--- src/rtl/mem_arb_pkg.sv ---
// Shared types and defaults for the data-memory port arbiter.
// The state and owner enums are used by the arbiter top and its priority sub-block.
package mem_arb_pkg;

   localparam int unsigned ADDR_W_DEF       = 4;
   localparam int unsigned DATA_W_DEF       = 8;
   localparam int unsigned STARVE_LIMIT_DEF = 4;

   typedef enum logic [1:0] {
      IDLE,
      ACCESS,
      RESP
   } arb_state_t;

   typedef enum logic {
      OWN_CPU,
      OWN_DBG
   } arb_owner_t;

   // Counter width able to hold the value limit (at least one bit).
   function automatic int unsigned cnt_width(input int unsigned limit);
      return (limit < 1) ? 1 : $clog2(limit + 1);
   endfunction

endpackage

--- src/rtl/mem_arb_prio.sv ---
// Winner selection for the memory port: CPU has fixed priority over DBG.
// With MEM_ARB_STARVE_GUARD_EN defined, DBG is forced to win after STARVE_LIMIT straight losses.
module mem_arb_prio
   import mem_arb_pkg::*;
#(
   parameter int unsigned STARVE_LIMIT = STARVE_LIMIT_DEF
) (
   input  logic       clock,
   input  logic       reset,
   input  logic       decide,
   input  logic       cpu_req,
   input  logic       dbg_req,
   output logic       any_req,
   output arb_owner_t winner
);

   assign any_req = cpu_req | dbg_req;

`ifdef MEM_ARB_STARVE_GUARD_EN
   localparam int unsigned CntW = cnt_width(STARVE_LIMIT);

   logic [CntW-1:0] starve_q, starve_d;
   logic            force_dbg;

   assign force_dbg = dbg_req && (starve_q == CntW'(STARVE_LIMIT));

   always_comb begin
      winner = OWN_CPU;
      if (dbg_req && (force_dbg || !cpu_req)) begin
         winner = OWN_DBG;
      end
   end

   // Counts only decisions DBG actually contested and lost.
   always_comb begin
      starve_d = starve_q;
      if (decide && dbg_req) begin
         if (winner == OWN_DBG) begin
            starve_d = '0;
         end else begin
            starve_d = starve_q + CntW'(1);
         end
      end
   end

   always_ff @(posedge clock) begin
      if (reset) begin
         starve_q <= '0;
      end else begin
         starve_q <= starve_d;
      end
   end
`else
   localparam int unsigned unused_limit = STARVE_LIMIT;

   logic unused_ok;
   assign unused_ok = ^{clock, reset, decide};

   always_comb begin
      winner = OWN_CPU;
      if (dbg_req && !cpu_req) begin
         winner = OWN_DBG;
      end
   end
`endif

endmodule

--- src/rtl/mem_port_arbiter.sv ---
// Serialises CPU and DBG accesses onto the single-port data memory and routes read data back.
// Optional starvation guard in mem_arb_prio is enabled by defining MEM_ARB_STARVE_GUARD_EN.
module mem_port_arbiter
   import mem_arb_pkg::*;
#(
   parameter int unsigned ADDR_W       = ADDR_W_DEF,
   parameter int unsigned DATA_W       = DATA_W_DEF,
   parameter int unsigned STARVE_LIMIT = STARVE_LIMIT_DEF
) (
   input  logic              clock,
   input  logic              reset,
   input  logic              cpu_req,
   input  logic              cpu_we,
   input  logic [ADDR_W-1:0] cpu_addr,
   input  logic [DATA_W-1:0] cpu_wdata,
   output logic              cpu_gnt,
   output logic              cpu_rvalid,
   output logic [DATA_W-1:0] cpu_rdata,
   input  logic              dbg_req,
   input  logic              dbg_we,
   input  logic [ADDR_W-1:0] dbg_addr,
   input  logic [DATA_W-1:0] dbg_wdata,
   output logic              dbg_gnt,
   output logic              dbg_rvalid,
   output logic [DATA_W-1:0] dbg_rdata,
   output logic              mem_en,
   output logic              mem_we,
   output logic [ADDR_W-1:0] mem_addr,
   output logic [DATA_W-1:0] mem_wdata,
   input  logic [DATA_W-1:0] mem_rdata,
   output logic              busy,
   output logic              owner
);

   arb_state_t        state_q, state_d;
   arb_owner_t        owner_q, owner_d;
   logic              we_q, we_d;
   logic [ADDR_W-1:0] addr_q, addr_d;
   logic [DATA_W-1:0] wdata_q, wdata_d;
   logic [DATA_W-1:0] cpu_rdata_q, cpu_rdata_d;
   logic [DATA_W-1:0] dbg_rdata_q, dbg_rdata_d;

   logic       any_req;
   arb_owner_t winner;

   mem_arb_prio #(
      .STARVE_LIMIT (STARVE_LIMIT)
   ) u_prio (
      .clock   (clock),
      .reset   (reset),
      .decide  (state_q == IDLE),
      .cpu_req (cpu_req),
      .dbg_req (dbg_req),
      .any_req (any_req),
      .winner  (winner)
   );

   always_comb begin
      state_d     = state_q;
      owner_d     = owner_q;
      we_d        = we_q;
      addr_d      = addr_q;
      wdata_d     = wdata_q;
      cpu_rdata_d = cpu_rdata_q;
      dbg_rdata_d = dbg_rdata_q;
      unique case (state_q)
         IDLE: begin
            if (any_req) begin
               owner_d = winner;
               if (winner == OWN_DBG) begin
                  we_d    = dbg_we;
                  addr_d  = dbg_addr;
                  wdata_d = dbg_wdata;
               end else begin
                  we_d    = cpu_we;
                  addr_d  = cpu_addr;
                  wdata_d = cpu_wdata;
               end
               state_d = ACCESS;
            end
         end
         ACCESS: begin
            state_d = we_q ? IDLE : RESP;
         end
         RESP: begin
            if (owner_q == OWN_DBG) begin
               dbg_rdata_d = mem_rdata;
            end else begin
               cpu_rdata_d = mem_rdata;
            end
            state_d = IDLE;
         end
         default: begin
            state_d = IDLE;
         end
      endcase
   end

   always_ff @(posedge clock) begin
      if (reset) begin
         state_q     <= IDLE;
         owner_q     <= OWN_CPU;
         we_q        <= 1'b0;
         addr_q      <= '0;
         wdata_q     <= '0;
         cpu_rdata_q <= '0;
         dbg_rdata_q <= '0;
      end else begin
         state_q     <= state_d;
         owner_q     <= owner_d;
         we_q        <= we_d;
         addr_q      <= addr_d;
         wdata_q     <= wdata_d;
         cpu_rdata_q <= cpu_rdata_d;
         dbg_rdata_q <= dbg_rdata_d;
      end
   end

   // Outputs are forced low while reset is held so an abandoned access never pulses gnt/rvalid.
   always_comb begin
      cpu_gnt    = 1'b0;
      cpu_rvalid = 1'b0;
      cpu_rdata  = '0;
      dbg_gnt    = 1'b0;
      dbg_rvalid = 1'b0;
      dbg_rdata  = '0;
      mem_en     = 1'b0;
      mem_we     = 1'b0;
      mem_addr   = '0;
      mem_wdata  = '0;
      busy       = 1'b0;
      owner      = 1'b0;
      if (!reset) begin
         busy      = (state_q != IDLE);
         owner     = busy && (owner_q == OWN_DBG);
         cpu_rdata = cpu_rdata_q;
         dbg_rdata = dbg_rdata_q;
         if (state_q == ACCESS) begin
            mem_en    = 1'b1;
            mem_we    = we_q;
            mem_addr  = addr_q;
            mem_wdata = wdata_q;
            cpu_gnt   = (owner_q == OWN_CPU);
            dbg_gnt   = (owner_q == OWN_DBG);
         end
         // Read data is visible on the rvalid cycle itself, then held by the register.
         if (state_q == RESP) begin
            if (owner_q == OWN_DBG) begin
               dbg_rvalid = 1'b1;
               dbg_rdata  = mem_rdata;
            end else begin
               cpu_rvalid = 1'b1;
               cpu_rdata  = mem_rdata;
            end
         end
      end
   end

endmodule

--- config.mk ---
export PLATFORM = sky130hd
export DESIGN_NAME = mem_port_arbiter
export DESIGN_NICKNAME = d
export VERILOG_FILES = /design/src/rtl/mem_arb_pkg.sv /design/src/rtl/mem_arb_prio.sv /design/src/rtl/mem_port_arbiter.sv
export SDC_FILE = /design/constraint.sdc
export NUM_CORES = 1
export LEC_CHECK = 0
export BUFFER_PORTS_ARGS = -buffer_cell sky130_fd_sc_hd__buf_2
export CAP_MARGIN = 20
export CORE_AREA = 2 2 64 66
export DETAILED_ROUTE_END_ITERATION = 12
export DIE_AREA = 0 0 66 68
export PLACE_DENSITY = 0.73
export SKIP_LAST_GASP = 1
export SLEW_MARGIN = 20
export SYNTH_ARGS = -nofsm -noshare
export SYNTH_HDL_FRONTEND = slang
export SYNTH_SLANG_ARGS = --single-unit
--- constraint.sdc ---
create_clock -name clock -period 1.2 [get_ports clock]
set_input_delay 0 -clock clock [delete_from_list [all_inputs] [get_ports clock]]
set_output_delay 0 -clock clock [all_outputs]
set_load 0.01 [all_outputs]
# [Word level (Yosys, flattened, before mapping)]
# Cells that the tools add are included.
[classes] reduce_logical=6 bitwise_logic=2 n_eq_ne=3 n_mux=33
[ops] op="2-to-1 mux 8 bit" count=9
[ops] op="2-to-1 mux 1 bit" count=18
[ops] op="2-to-1 mux 4 bit" count=3
[ops] op="2-to-1 mux 2 bit" count=2
[ops] op="one-hot mux 2 bit (2 select lines)" count=1
[ops] op="equality test 2 x 1 -> 1 bit (second input constant)" count=1
[ops] op="equality test 2 bit (second input constant)" count=1
[ops] op="logical AND 1 bit" count=2
[ops] op="logical NOT 2 bit" count=1
[ops] op="inequality test 2 bit (second input constant)" count=1
[ops] op="AND reduction 2 bit" count=1
[ops] op="nonzero test 2 bit" count=1
[ops] op="logical NOT 1 bit" count=1
[ops] op="inverter 1 bit" count=1
[ops] op="OR 1 bit" count=1
[word_totals] wordCells=51 register_bits=32 in_bits=38 output_inout_bits=36

# [Longest topological paths before layout]
# Gate-level depths: netlist of run 1.
[depth] ltp_word=4 depth_mapped=5 depth_no_buf=3

# [By module]
# Synthesis of run 1 repeated with hierarchy kept, for this count alone.
[hier_totals] hier_cells=164 area_unflattened_um2=1428.9
[modules_own_cells] mod="mem_port_arbiter" seq_area_each_um2=640.6 cells_each=162 n_inst=1 area_each_um2=1416.4
[modules_own_cells] mod="mem_arb_prio" seq_area_each_um2=0.0 cells_each=2 n_inst=1 area_each_um2=12.5

# [Least setup slack after synthesis of run 1]
# Ideal clock, no wire load.
[synth_timing] kind="register to register" startpoint="register state_q[1]" endpoint="register cpu_rdata_q[7]" arrival_time_ps=1051 required_time_ps=1048 setup_time_ps=152 synth_period_minus_slack_ps=1203 slack_ps=-3 stages_incl_launch_ff=5 n_path_buf=1 cell_sequence="dfxtp_1 > nor3b_1 > buf_4 > mux2i_1 > nor2_1"
[synth_via] elab_chain_cells=3
[synth_rtl] element="from (decl)" line="mem_port_arbiter.sv:35" source="arb_state_t state_q, state_d;"
[synth_rtl] element="from (signal assigned)" line="mem_port_arbiter.sv:109" source="state_q <= state_d;"
[synth_rtl] element="equality test 2 bit"
[synth_rtl] element="2-to-1 mux 8 bit (2 in a row)"
[synth_rtl] element="via cpu_rdata[7]" line="mem_port_arbiter.sv:18" source="output logic [DATA_W-1:0] cpu_rdata,"
[synth_rtl] element="to (signal assigned)" line="mem_port_arbiter.sv:114" source="cpu_rdata_q <= cpu_rdata_d;"
[synth_rtl] element="to (decl)" line="mem_port_arbiter.sv:40" source="logic [DATA_W-1:0] cpu_rdata_q, cpu_rdata_d;"
# The timed path passes the listed nets, and every way through them passes these cells.
# A chain may end at the register's enable or synchronous reset.

# [Final worst setup path of run 1]
[layout_timing] startpoint="register state_q[1]" endpoint="output port cpu_gnt"
[layout_via] elab_chain_cells=3
[layout_rtl] element="equality test 2 x 1 -> 1 bit" line="mem_port_arbiter.sv:138" source="if (state_q == ACCESS) begin"
[layout_rtl] element="2-to-1 mux 1 bit" line="mem_port_arbiter.sv:138"
[layout_rtl] element="2-to-1 mux 1 bit" line="mem_port_arbiter.sv:133" source="if (!reset) begin"
[layout_rtl] element="to (decl)" line="mem_port_arbiter.sv:16" source="output logic cpu_gnt,"
# No other way between the ends.

==> results.md, run 1 <==
- CTS sink cnt: 32
- Final cycle utilization of the critical path: 1.25
- Critical path arrival: 1.50 ns
- Setup TNS: -8.49 ns
- Crit end category: output pin
- Drt first pass iters: 4
- Die X: 66 um
- Final Power: 2.88 mW
- Synth Area in Compound Gates: 0.168
- Asr flop ratio synth: 0
- Worst Slack Setup Final: -0.305 ns
- FP Rows: 23
- DR WL/cell: 14.6 um
- Clock skew after layout: 0.00747 ns
- H-tree depth: 2
- Design area: 2580 um2
- Crit Path Class: register to output pin
- Initial Util: 0.383
- Final setup viols: 50
- Placed cell area: 1930 um2
- Root Buffer: clkbuf_8
- Yosys top cell area share: 0.434
- Main combinational cell family by area after synthesis: simple AND/OR/NAND/NOR gates
- Total Wirelength: 4.71 mm
- Layout cell share with drive strength beyond 1: 0.540
- Worst endpoint required time: 1.20 ns
- Antenna Nets Post-Route: 0
- Antenna Cells: 0
- Die Area: 4490 um2
- DP Worst Slack: 0.0139 ns
- Vias in the first global route: 1420
- Final Hold Vio Count: 0
- Syn Inst Count: 160
- First-pass GRT wire length: 6.11 mm
- Sequential share of the synthesized area: 0.434
- Commonest cells post-synth: 32 x dfxtp_1, 26 x nand2_1, 18 x nor2_1
- Via count: 1582
- Critical path startpoint category: register
- DR iter-0 viols: 39
- Global-route usage over all layers: 0.179
- Count leader, synth: dfxtp_1
- Top cells by area, synth: dfxtp_1 43%, mux2i_1 11%, a311oi_2 9.1%
- CTS Buffer Depth: 2
- Minimum clock period: 1.50 ns
- Slew @ Worst Pin: 0.310 ns
- Final HPWL DP: 2.46 mm
- Synth Area in Adders: 0
- Chip height: 68 um
- Simple-Gate Fraction of Synth Area: 0.240
- Pwr/cell area: 1110 nW/um2
- EDFF count, synth: 0
- Static leakage: 1.23 nW
- Post-synthesis xor/xnor area fraction: 0
- Count of cell types in the netlist: 23
- Syn_nets: 198
- Relative slew slack: 0.793
- Filler instances: 310
- Port bufs: 73
- CTS Buf Count: 5
- TritonCTS clock tree: yes
- Via/cell ratio: 4.91
- Top-Level Pins: 74
- Drt drc: 0
- Peak supply drop: 716 uV
- Final Net Count: 309
- Mux cell area share after synthesis: 0.108
- Post-synth top area cell: dfxtp_1
- Final Slew Violations: 0
- CTS clock-pin slew for the worst setup and hold paths: 0.07 ns
- Initial antenna violation count: 0
- Worst skew pair latency: 0.28 ns
- Yosys Warn Count: 0
- Synth-to-layout area growth: 74.9%
- Synth Flop Type: dfxtp_1
- Syn Area/Cell: 9.24 um2
- Yosys reg bits: 32
- Largest net degree at the start of global routing: 27
- Total core area: 3860 um2
- GRT overflow: 0
- Peak Freq: 665 MHz
- Failing checks: negative setup slack
- Outcome: finished, violations left
- Max cap viols: 0
- HP Class: primary input to register
- RSZ-0062 raised after global routing: true
- Placer Congestion: 0.683
- Post-Syn Area: 1480 um2
- Utilization after layout: 0.670
- Critical path fanouts, max: 6
## registers in the layout, summed over array words and instances (netlist names)
name,flops
we_q,1
dbg_rdata_q,8
cpu_rdata_q,8
wdata_q,8
state_q,2
addr_q,4
owner_q,1
## metrics by stage
step	std cells	hold slack [ns]
2_1_floorplan	160	0.0966
3_3_place_gp	281	0.221
3_5_place_dp	281	0.237
4_1_cts	314	0.00103
5_1_grt	322	0.00643
6_report	322	0.00965
## critical path, stage by stage, from the launching register on
cell and delay, ns:
dfxtp_4 0.35, buf_4 0.14, nor3b_4 0.29, buf_6 0.17
nor2b_1 0.14, buf_2 0.15
## path summary, 6_finish.rpt
| kind | startpoint | endpoint | slack (ns) | depth (start not counted) |
|---|---|---|---|---|
| worst max-delay path | state_q[1] | cpu_gnt | -0.30 | 5 |
| worst min register to register | we_q | state_q[1] | 0.45 | 1 |
| worst max register to register | state_q[1] | addr_q[0] | -0.08 | 6 |
| worst min-delay path | dbg_wdata[2] | wdata_q[2] | 0.01 | 3 |
## kinds of logic (layout without fill, tap and decap cells)
| group | after synthesis | after routing |
|---|---|---|
| flops | 32 | 32 |
| compound gates | 28 | 28 |
| simple gates | 71 | 72 |
| buf+inv | 13 | 124 |
| mux | 16 | 16 |
## final cells by class
| cell class | count | area (um2) | area share |
|---|---|---|---|
| repair buffers | 116 | 886 | 0.343 |
| clock buffers | 6 | 72.6 | 0.0281 |
| flip-flops and latches | 32 | 649 | 0.251 |
| clock inverters | 2 | 35.0 | 0.0136 |
| multi-input cells | 116 | 878 | 0.340 |
| well taps | 50 | 62.6 | 0.0242 |
## where the power goes
part	switching (mW)	internal (mW)	total, mW
Sequential	0.0537	1.13	1.19
Combinational	0.310	0.372	0.682
Clock	0.390	0.616	1.01
## repair_timing
item                                    4_1_cts  5_1_grt
pin swaps                                     7       30
endpoints found under the setup margin       35       53
hold endpoints to repair                     12        0
setup buffers                                 6        6
cloned                                        1        2
hold buffers                                 18        0
resized for setup                             7       56
## routing by layer
metal / global-route usage / vias up / routed length, um
li1: - / 770 / -
met1: 0.199 / 737 / 1770
met2: 0.327 / 64 / 2570
met3: 0.0461 / 11 / 264
met4: 0.0765 / 0 / 108
met5: 0 / - / 0
## placed cells by master, fill, tap and decap left out, types with 5 or more instances in the layout
| cell type | n |
|---|---|
| buf_2 | 58 |
| dfxtp_1 | 29 |
| nand2_1 | 26 |
| buf_6 | 24 |
| nor2_1 | 18 |
| dlygate4sd3_1 | 18 |
| mux2i_1 | 16 |
| and2_4 | 16 |
| buf_4 | 14 |
| a311oi_2 | 10 |
| a21oi_2 | 7 |
| a21oi_1 | 5 |
| clkbuf_8 | 5 |
(Power assumes the default switching activity.)
==> run 2, diff against run 1 <==
--- a/config.mk
+++ b/config.mk
@@ -7,12 +7,13 @@
 export LEC_CHECK = 0
 export BUFFER_PORTS_ARGS = -buffer_cell sky130_fd_sc_hd__buf_2
 export CAP_MARGIN = 20
-export CORE_AREA = 2 2 64 66
+export CORE_AREA = 2 2 63 65
 export DETAILED_ROUTE_END_ITERATION = 12
-export DIE_AREA = 0 0 66 68
+export DIE_AREA = 0 0 65 67
 export PLACE_DENSITY = 0.73
 export SKIP_LAST_GASP = 1
 export SLEW_MARGIN = 20
 export SYNTH_ARGS = -nofsm -noshare
 export SYNTH_HDL_FRONTEND = slang
+export SYNTH_HIERARCHICAL = 1
 export SYNTH_SLANG_ARGS = --single-unit
==> results.md, run 2 <==
- Outcome: finished, violations left
- Failing checks: negative setup slack
- Via count: 1467 (-7.3%)
- Peak Freq: 674 MHz (+1.4%)
- DR iter-0 viols: 60 (+54%)
- Top-Level Pins: 74 (unchanged)
- CTS Buffer Depth: 2 (unchanged)
- Synth Flop Type: dfxtp_1
- CP startpoint: state_q[0]
- Final Net Count: 295 (-4.5%)
- Filler instances: 297 (-4.2%)
- Total core area: 3610 um2 (-6.5%)
- CTS clock-pin slew for the worst setup and hold paths: 0.06 ns (about the same)
- Drt first pass iters: 4 (unchanged)
- # placed instances: 284 (+1.1%)
- Global-route usage over all layers: 0.188 (+0.00865)
- FF-to-FF path depth: 5 (-1)
- Crit path cell chain: or3b_4 > nand2_1 > a21oi_2 > buf_2
- Yosys reg bits: 32 (unchanged)
- Syn Inst Count: 164 (+2.5%)
- Yosys Warn Count: 6 (+6)
- Asr flop ratio synth: 0 (unchanged)
- Syn Area/Cell: 8.71 um2 (-5.7%)
- Top cells by area, synth: dfxtp_1 45%, mux2i_1 9.8%, nand2_1 8.4%
- Antenna Cells: 0 (unchanged)
- FP Rows: 22 (-4.3%)
- Worst endpoint required time: 1.20 ns (about the same)
- Commonest cells post-synth: 32 x dfxtp_1, 32 x nand2_1, 18 x nor2_1
- Placer Congestion: 0.732 (+7.1%)
- Slowest stage cell on the critical path: or3b_4
- Final HPWL DP: 2.54 mm (+3.5%)
- Total Wirelength: 4.01 mm (-15%)
- Antenna Nets Post-Route: 0 (unchanged)
- Min-Delay Endpoint: wdata_q[0]
- Worst Slack Setup Final: -0.283 ns (+0.0213 ns)
- Critical path fanouts, max: 7 (+1)
- Slowest stage delay, CP: 0.44 ns (+0.09 ns)
- Post-Syn Area: 1430 um2 (-3.3%)
- Hold Startpoint: cpu_wdata[0]
- Final cycle utilization of the critical path: 1.24 (-0.0177)
- Vias in the first global route: 1422 (+0.14%)
- R2r setup slk: -0.12 ns (-0.04 ns)
- Most frequent cells in the layout: 67 x buf_2, 29 x dfxtp_1, 21 x nand2_1
- Syn_nets: 202 (+2.0%)
- Critical path startpoint category: register
- Minimum clock period: 1.48 ns (-0.0213 ns)
- RSZ-0062 raised after global routing: true
- H-tree depth: 2 (unchanged)
- Peak supply drop: 658 uV (-8.0%)
- Utilization after layout: 0.641 (-0.0291)
- HP Class: primary input to register
- Synth-to-layout area growth: 61.7%
- Post-synth top area cell: dfxtp_1
- Hold slack: 0.0547 ns (+0.0451 ns)
- Max cap viols: 0 (unchanged)
- TritonCTS clock tree: yes
- Yosys top cell area share: 0.448 (+0.0148)
- EDFF count, synth: 0 (unchanged)
- FF-to-FF Start: state_q[0]
- WHS Path Cells: 3 (unchanged)
- Die X: 65 um (-1.5%)
- Critical path arrival: 1.48 ns (-0.02 ns)
- CTS sink cnt: 32 (unchanged)
- Worst skew pair latency: 0.28 ns (about the same)
- Final Slew Violations: 0 (unchanged)
- Initial Util: 0.396 (+0.0131)
- Layout Cells excl Fill: 306 (-5.0%)
- Clock skew after layout: 0.00690 ns (-0.000570 ns)
- Crit Path Class: register to output pin
- Port bufs: 73 (unchanged)
- Setup TNS: -8.08 ns (+0.411 ns)
- Layout cell share with drive strength beyond 1: 0.570 (+0.0293)
- Top flop regs: cpu_rdata_q (8), dbg_rdata_q (8), wdata_q (8)
- Largest net degree at the start of global routing: 29 (+7.4%)
- Chip height: 67 um (-1.5%)
- Final setup viols: 49 (-2.0%)
- Final Hold Vio Count: 0 (unchanged)
- Die Area: 4360 um2 (-3.0%)
- Static leakage: 1.04 nW (-16%)
- CTS Buf Count: 5 (unchanged)
- Relative slew slack: 0.808 (+0.0152)
- Slew @ Worst Pin: 0.287 ns (-0.0228 ns)
- Drt drc: 0 (unchanged)
- Root Buffer: clkbuf_8
- R2R Path End: owner_q
- Most common cell after layout, fill and taps aside: buf_2
- DR WL/cell: 13.1 um (-10%)
- Initial antenna violation count: 0 (unchanged)
- Pwr/cell area: 1080 nW/um2 (-2.8%)
- Via/cell ratio: 4.79 (-2.4%)
- Sequential share of the synthesized area: 0.448 (+0.0148)
- Crit end category: output pin
- GRT overflow: 0 (unchanged)
- First-pass GRT wire length: 6.22 mm (+1.9%)
- Count of cell types in the netlist: 20 (-13%)
[run 2: changes by cell type after synthesis, sizes merged, moves of 2 or more]
| cell | change |
|---|---|
| a311oi | -13 |
| a211oi | +12 |
| nand2 | +6 |
| a21oi | +2 |
| buf | -2 |
| clkbuf | +2 |
| mux2i | -2 |
[run 2: worst max path at each step]
stage                     slack [ns]  depth (start not counted)              to
after floorplan               0.0004                          5  cpu_rdata_q[0]
after detailed placement       -0.06                          4    cpu_rdata[3]
after global routing           -0.34                          4    cpu_rdata[7]
after global placement         -0.02                          4    cpu_rdata[7]
final                          -0.28                          4    cpu_rdata[7]
after CTS                      -0.21                          5         cpu_gnt
[run 2: cell families after synthesis]
kind of cell | synth area share
compound gates | 0.145
flops | 0.448
mux | 0.0981
buf+inv | 0.0490
simple gates | 0.259
[run 2: routing by layer]
| metal | wire length, um | up-vias | part of all wire | track usage |
|---|---|---|---|---|
| met5 | 0 | - | 0 | 0 |
| met4 | 37 | 0 | 0.0092 | 0.0559 |
| met3 | 189 | 5 | 0.047 | 0.0608 |
| met2 | 2030 | 39 | 0.50 | 0.323 |
| met1 | 1760 | 685 | 0.44 | 0.223 |
| li1 | - | 738 | - | - |
[run 2: through the flow]
| stage | total power, mW | setup slack (ns) | cell area [um2] |
|---|---|---|---|
| 2_1_floorplan | 1.45 | 0.000370 | 1480 |
| 3_3_place_gp | 1.60 | -0.0231 | 1940 |
| 3_5_place_dp | 1.61 | -0.0579 | 1940 |
| 4_1_cts | 2.47 | -0.207 | 2170 |
| 5_1_grt | 2.63 | -0.345 | 2310 |
| 6_report | 2.50 | -0.283 | 2310 |
[run 2: repair_timing]
item,4_1_cts,5_1_grt
cloned,1,1
hold buffers,8,0
setup endpoints to repair,44,49
hold endpoints to repair,11,0
buffers inserted,0,4
pin swaps,1,19
resized for setup,17,33
[run 2: power by group]
part / switching, mW / leakage, nW / internal [mW] / total (mW)
Clock: 0.365 / 0.0455 / 0.467 / 0.831
Combinational: 0.237 / 0.728 / 0.257 / 0.494
Sequential: 0.0423 / 0.264 / 1.13 / 1.17
[run 2: area by class of cell]
cell class                      instances  area, um2  share of cell area
Clock buffer                            8       90.1              0.0390
Multi-Input combinational cell        120        855               0.370
Sequential cell                        32        652               0.282
Tap cell                               48       60.1              0.0260
Timing Repair Buffer                   98        654               0.283
[run 2: critical path: cells and delay by family (launching register included)]
kind / cells / cell delay (ns)
DFF: 1 / 0.37
and+or+nand+nor: 2 / 0.58
buffers and inverters: 1 / 0.16
AOI/OAI and AO/OA: 1 / 0.09
==> run 3, diff against run 2 <==
--- a/config.mk
+++ b/config.mk
@@ -5,12 +5,11 @@
 export SDC_FILE = /design/constraint.sdc
 export NUM_CORES = 1
 export LEC_CHECK = 0
-export BUFFER_PORTS_ARGS = -buffer_cell sky130_fd_sc_hd__buf_2
 export CAP_MARGIN = 20
-export CORE_AREA = 2 2 63 65
+export CORE_AREA = 2 2 60 62
 export DETAILED_ROUTE_END_ITERATION = 12
-export DIE_AREA = 0 0 65 67
-export PLACE_DENSITY = 0.73
+export DIE_AREA = 0 0 62 64
+export DONT_BUFFER_PORTS = 1
 export SKIP_LAST_GASP = 1
 export SLEW_MARGIN = 20
 export SYNTH_ARGS = -nofsm -noshare
==> results.md, run 3 (synthesis results as in run 2) <==
- Outcome: finished, violations left
- Failing checks: negative hold slack, negative setup slack
- Largest net degree at the start of global routing: 36 (+24%)
- Static leakage: 0.754 nW (-27%)
- Antenna Cells: 0 (unchanged)
- DR WL/cell: 15.2 um (+16%)
- CTS sink cnt: 32 (unchanged)
- Total core area: 3280 um2 (-8.9%)
- Minimum clock period: 1.49 ns (+0.00496 ns)
- Top flop regs: cpu_rdata_q (8), dbg_rdata_q (8), wdata_q (8)
- Die Area: 3970 um2 (-8.9%)
- Critical path startpoint category: register
- Peak Freq: 672 MHz (-0.33%)
- Max layer used: met4
- Final Net Count: 231 (-22%)
- Setup TNS: -7.38 ns (+0.694 ns)
- Wire length on met1: 1.40 mm (-20%)
- Antenna Nets Post-Route: 0 (unchanged)
- DR iter-0 viols: 34 (-43%)
- Placer Congestion: 0.744 (+1.7%)
- Crit Path Class: register to output pin
- Global-route usage over all layers: 0.188 (-0.000451)
- Crit end category: output pin
- Synth-to-layout area growth: 36.4%
- HP Class: primary input to register
- First-pass GRT wire length: 5.51 mm (-12%)
- Most frequent cells in the layout: 29 x dfxtp_1, 28 x buf_4, 20 x nand2_1
- Port bufs: 0 (-100%)
- CTS Buffer Depth: 2 (unchanged)
- Pwr/cell area: 1110 nW/um2 (+3.1%)
- Peak supply drop: 767 uV (+16%)
- Worst endpoint required time: 1.20 ns (about the same)
- GRT overflow: 0 (unchanged)
- Final Slew Violations: 0 (unchanged)
- Worst Slack Setup Final: -0.288 ns (-0.00496 ns)
- Via count: 1234 (-16%)
- FP Rows: 21 (-4.5%)
- Layout cell share with drive strength beyond 1: 0.531 (-0.0388)
- Final HPWL DP: 2.31 mm (-9.1%)
- Filler instances: 303 (+2.0%)
- Max cap viols: 0 (unchanged)
- Top-Level Pins: 74 (unchanged)
- TritonCTS clock tree: yes
- Root Buffer: clkbuf_4
- Relative slew slack: 0.815 (+0.00670)
- Initial antenna violation count: 0 (unchanged)
- Via/cell ratio: 5.14 (+7.2%)
- CTS clock-pin slew for the worst setup and hold paths: 0.10 ns (+0.04 ns)
- Vias in the first global route: 1233 (-13%)
- Final Power: 2.17 mW (-13%)
- DR WL met2: 1.89 mm (-6.9%)
- Final cycle utilization of the critical path: 1.24 (+0.00414)
- Final Hold Vio Count: 31 (+31)
- Slew @ Worst Pin: 0.277 ns (-0.0103 ns)
- Clock skew after layout: 0.00862 ns (+0.00171 ns)
- Final setup viols: 35 (-29%)
- Wire length on met3: 281 um (+49%)
- Initial Util: 0.435 (+0.0388)
- Total Wirelength: 3.64 mm (-9.3%)
- CTS Buf Count: 5 (unchanged)
- Drt first pass iters: 4 (unchanged)
- Hold slack: -0.271 ns (-0.326 ns)
- Worst skew pair latency: 0.33 ns (+0.05 ns)
- DP Worst Slack: -0.0687 ns (-0.0108 ns)
- Die X: 62 um (-4.6%)
- Drt drc: 0 (unchanged)
- Critical path arrival: 1.49 ns (about the same)
- RSZ-0062 raised after global routing: true
- Critical path fanouts, max: 8 (+1)
- Chip height: 64 um (-4.5%)
- Most common cell after layout, fill and taps aside: dfxtp_1
- H-tree depth: 2 (unchanged)
-- run 3: cell types whose count changed in the layout (fill, tap and decap cells not counted), sizes merged --
cell,change
clkinv,+2
clkbuf,-2
dlygate4sd3,-8
buf,-56
-- run 3: where the power goes --
part / leakage, nW / internal [mW] / switching, mW / total (mW)
clock: 0.0380 / 0.279 / 0.353 / 0.631
combinational: 0.452 / 0.184 / 0.179 / 0.363
sequential: 0.264 / 1.13 / 0.0472 / 1.18
-- run 3: per-layer routing --
metal / up-vias / track usage
li1: 605 / -
met1: 572 / 0.200
met2: 50 / 0.331
met3: 7 / 0.0567
met4: 0 / 0.0718
met5: - / 0
-- run 3: stage by stage --
step | util | area [um2] | std cells
floorplan | - | 1480 | 164
global placement | 0.505 | 1660 | 223
detailed placement | 0.505 | 1660 | 223
CTS | 0.576 | 1890 | 236
global route | 0.594 | 1950 | 240
finish | 0.594 | 1950 | 240
-- run 3: final cells by class --
type / count / area (um2) / share of cell area
clock buffers: 6 / 51.3 / 0.0263
clock inverters: 2 / 10.0 / 0.00513
repair buffers: 34 / 287 / 0.147
well taps: 46 / 57.6 / 0.0295
flip-flops and latches: 32 / 649 / 0.333
multi-input cells: 120 / 895 / 0.459
-- run 3: path summary, 6_finish.rpt --
check	start	endpoint	slack [ns]	depth (start not counted)
max reg2reg	state_q[1]	cpu_rdata_q[3]	-0.01	4
min reg2reg	we_q	state_q[1]	0.44	1
min	reset	wdata_q[5]	-0.27	1
max	state_q[1]	cpu_rdata[4]	-0.29	5
-- run 3: what timing repair did --
action / CTS / global route
endpoints found under the setup margin: 49 / 52
hold endpoints to repair: 32 / 32
buffers inserted: 3 / 5
cloned: 2 / 0
pin swaps: 31 / 12
gates resized for setup: 47 / 9
-- run 3: critical path: stages, from the launching register on --
cell,delay [ns]
dfxtp_4,0.39
nor3b_2,0.16
buf_4,0.18
nand2_1,0.08
a21oi_2,0.19
buf_4,0.15
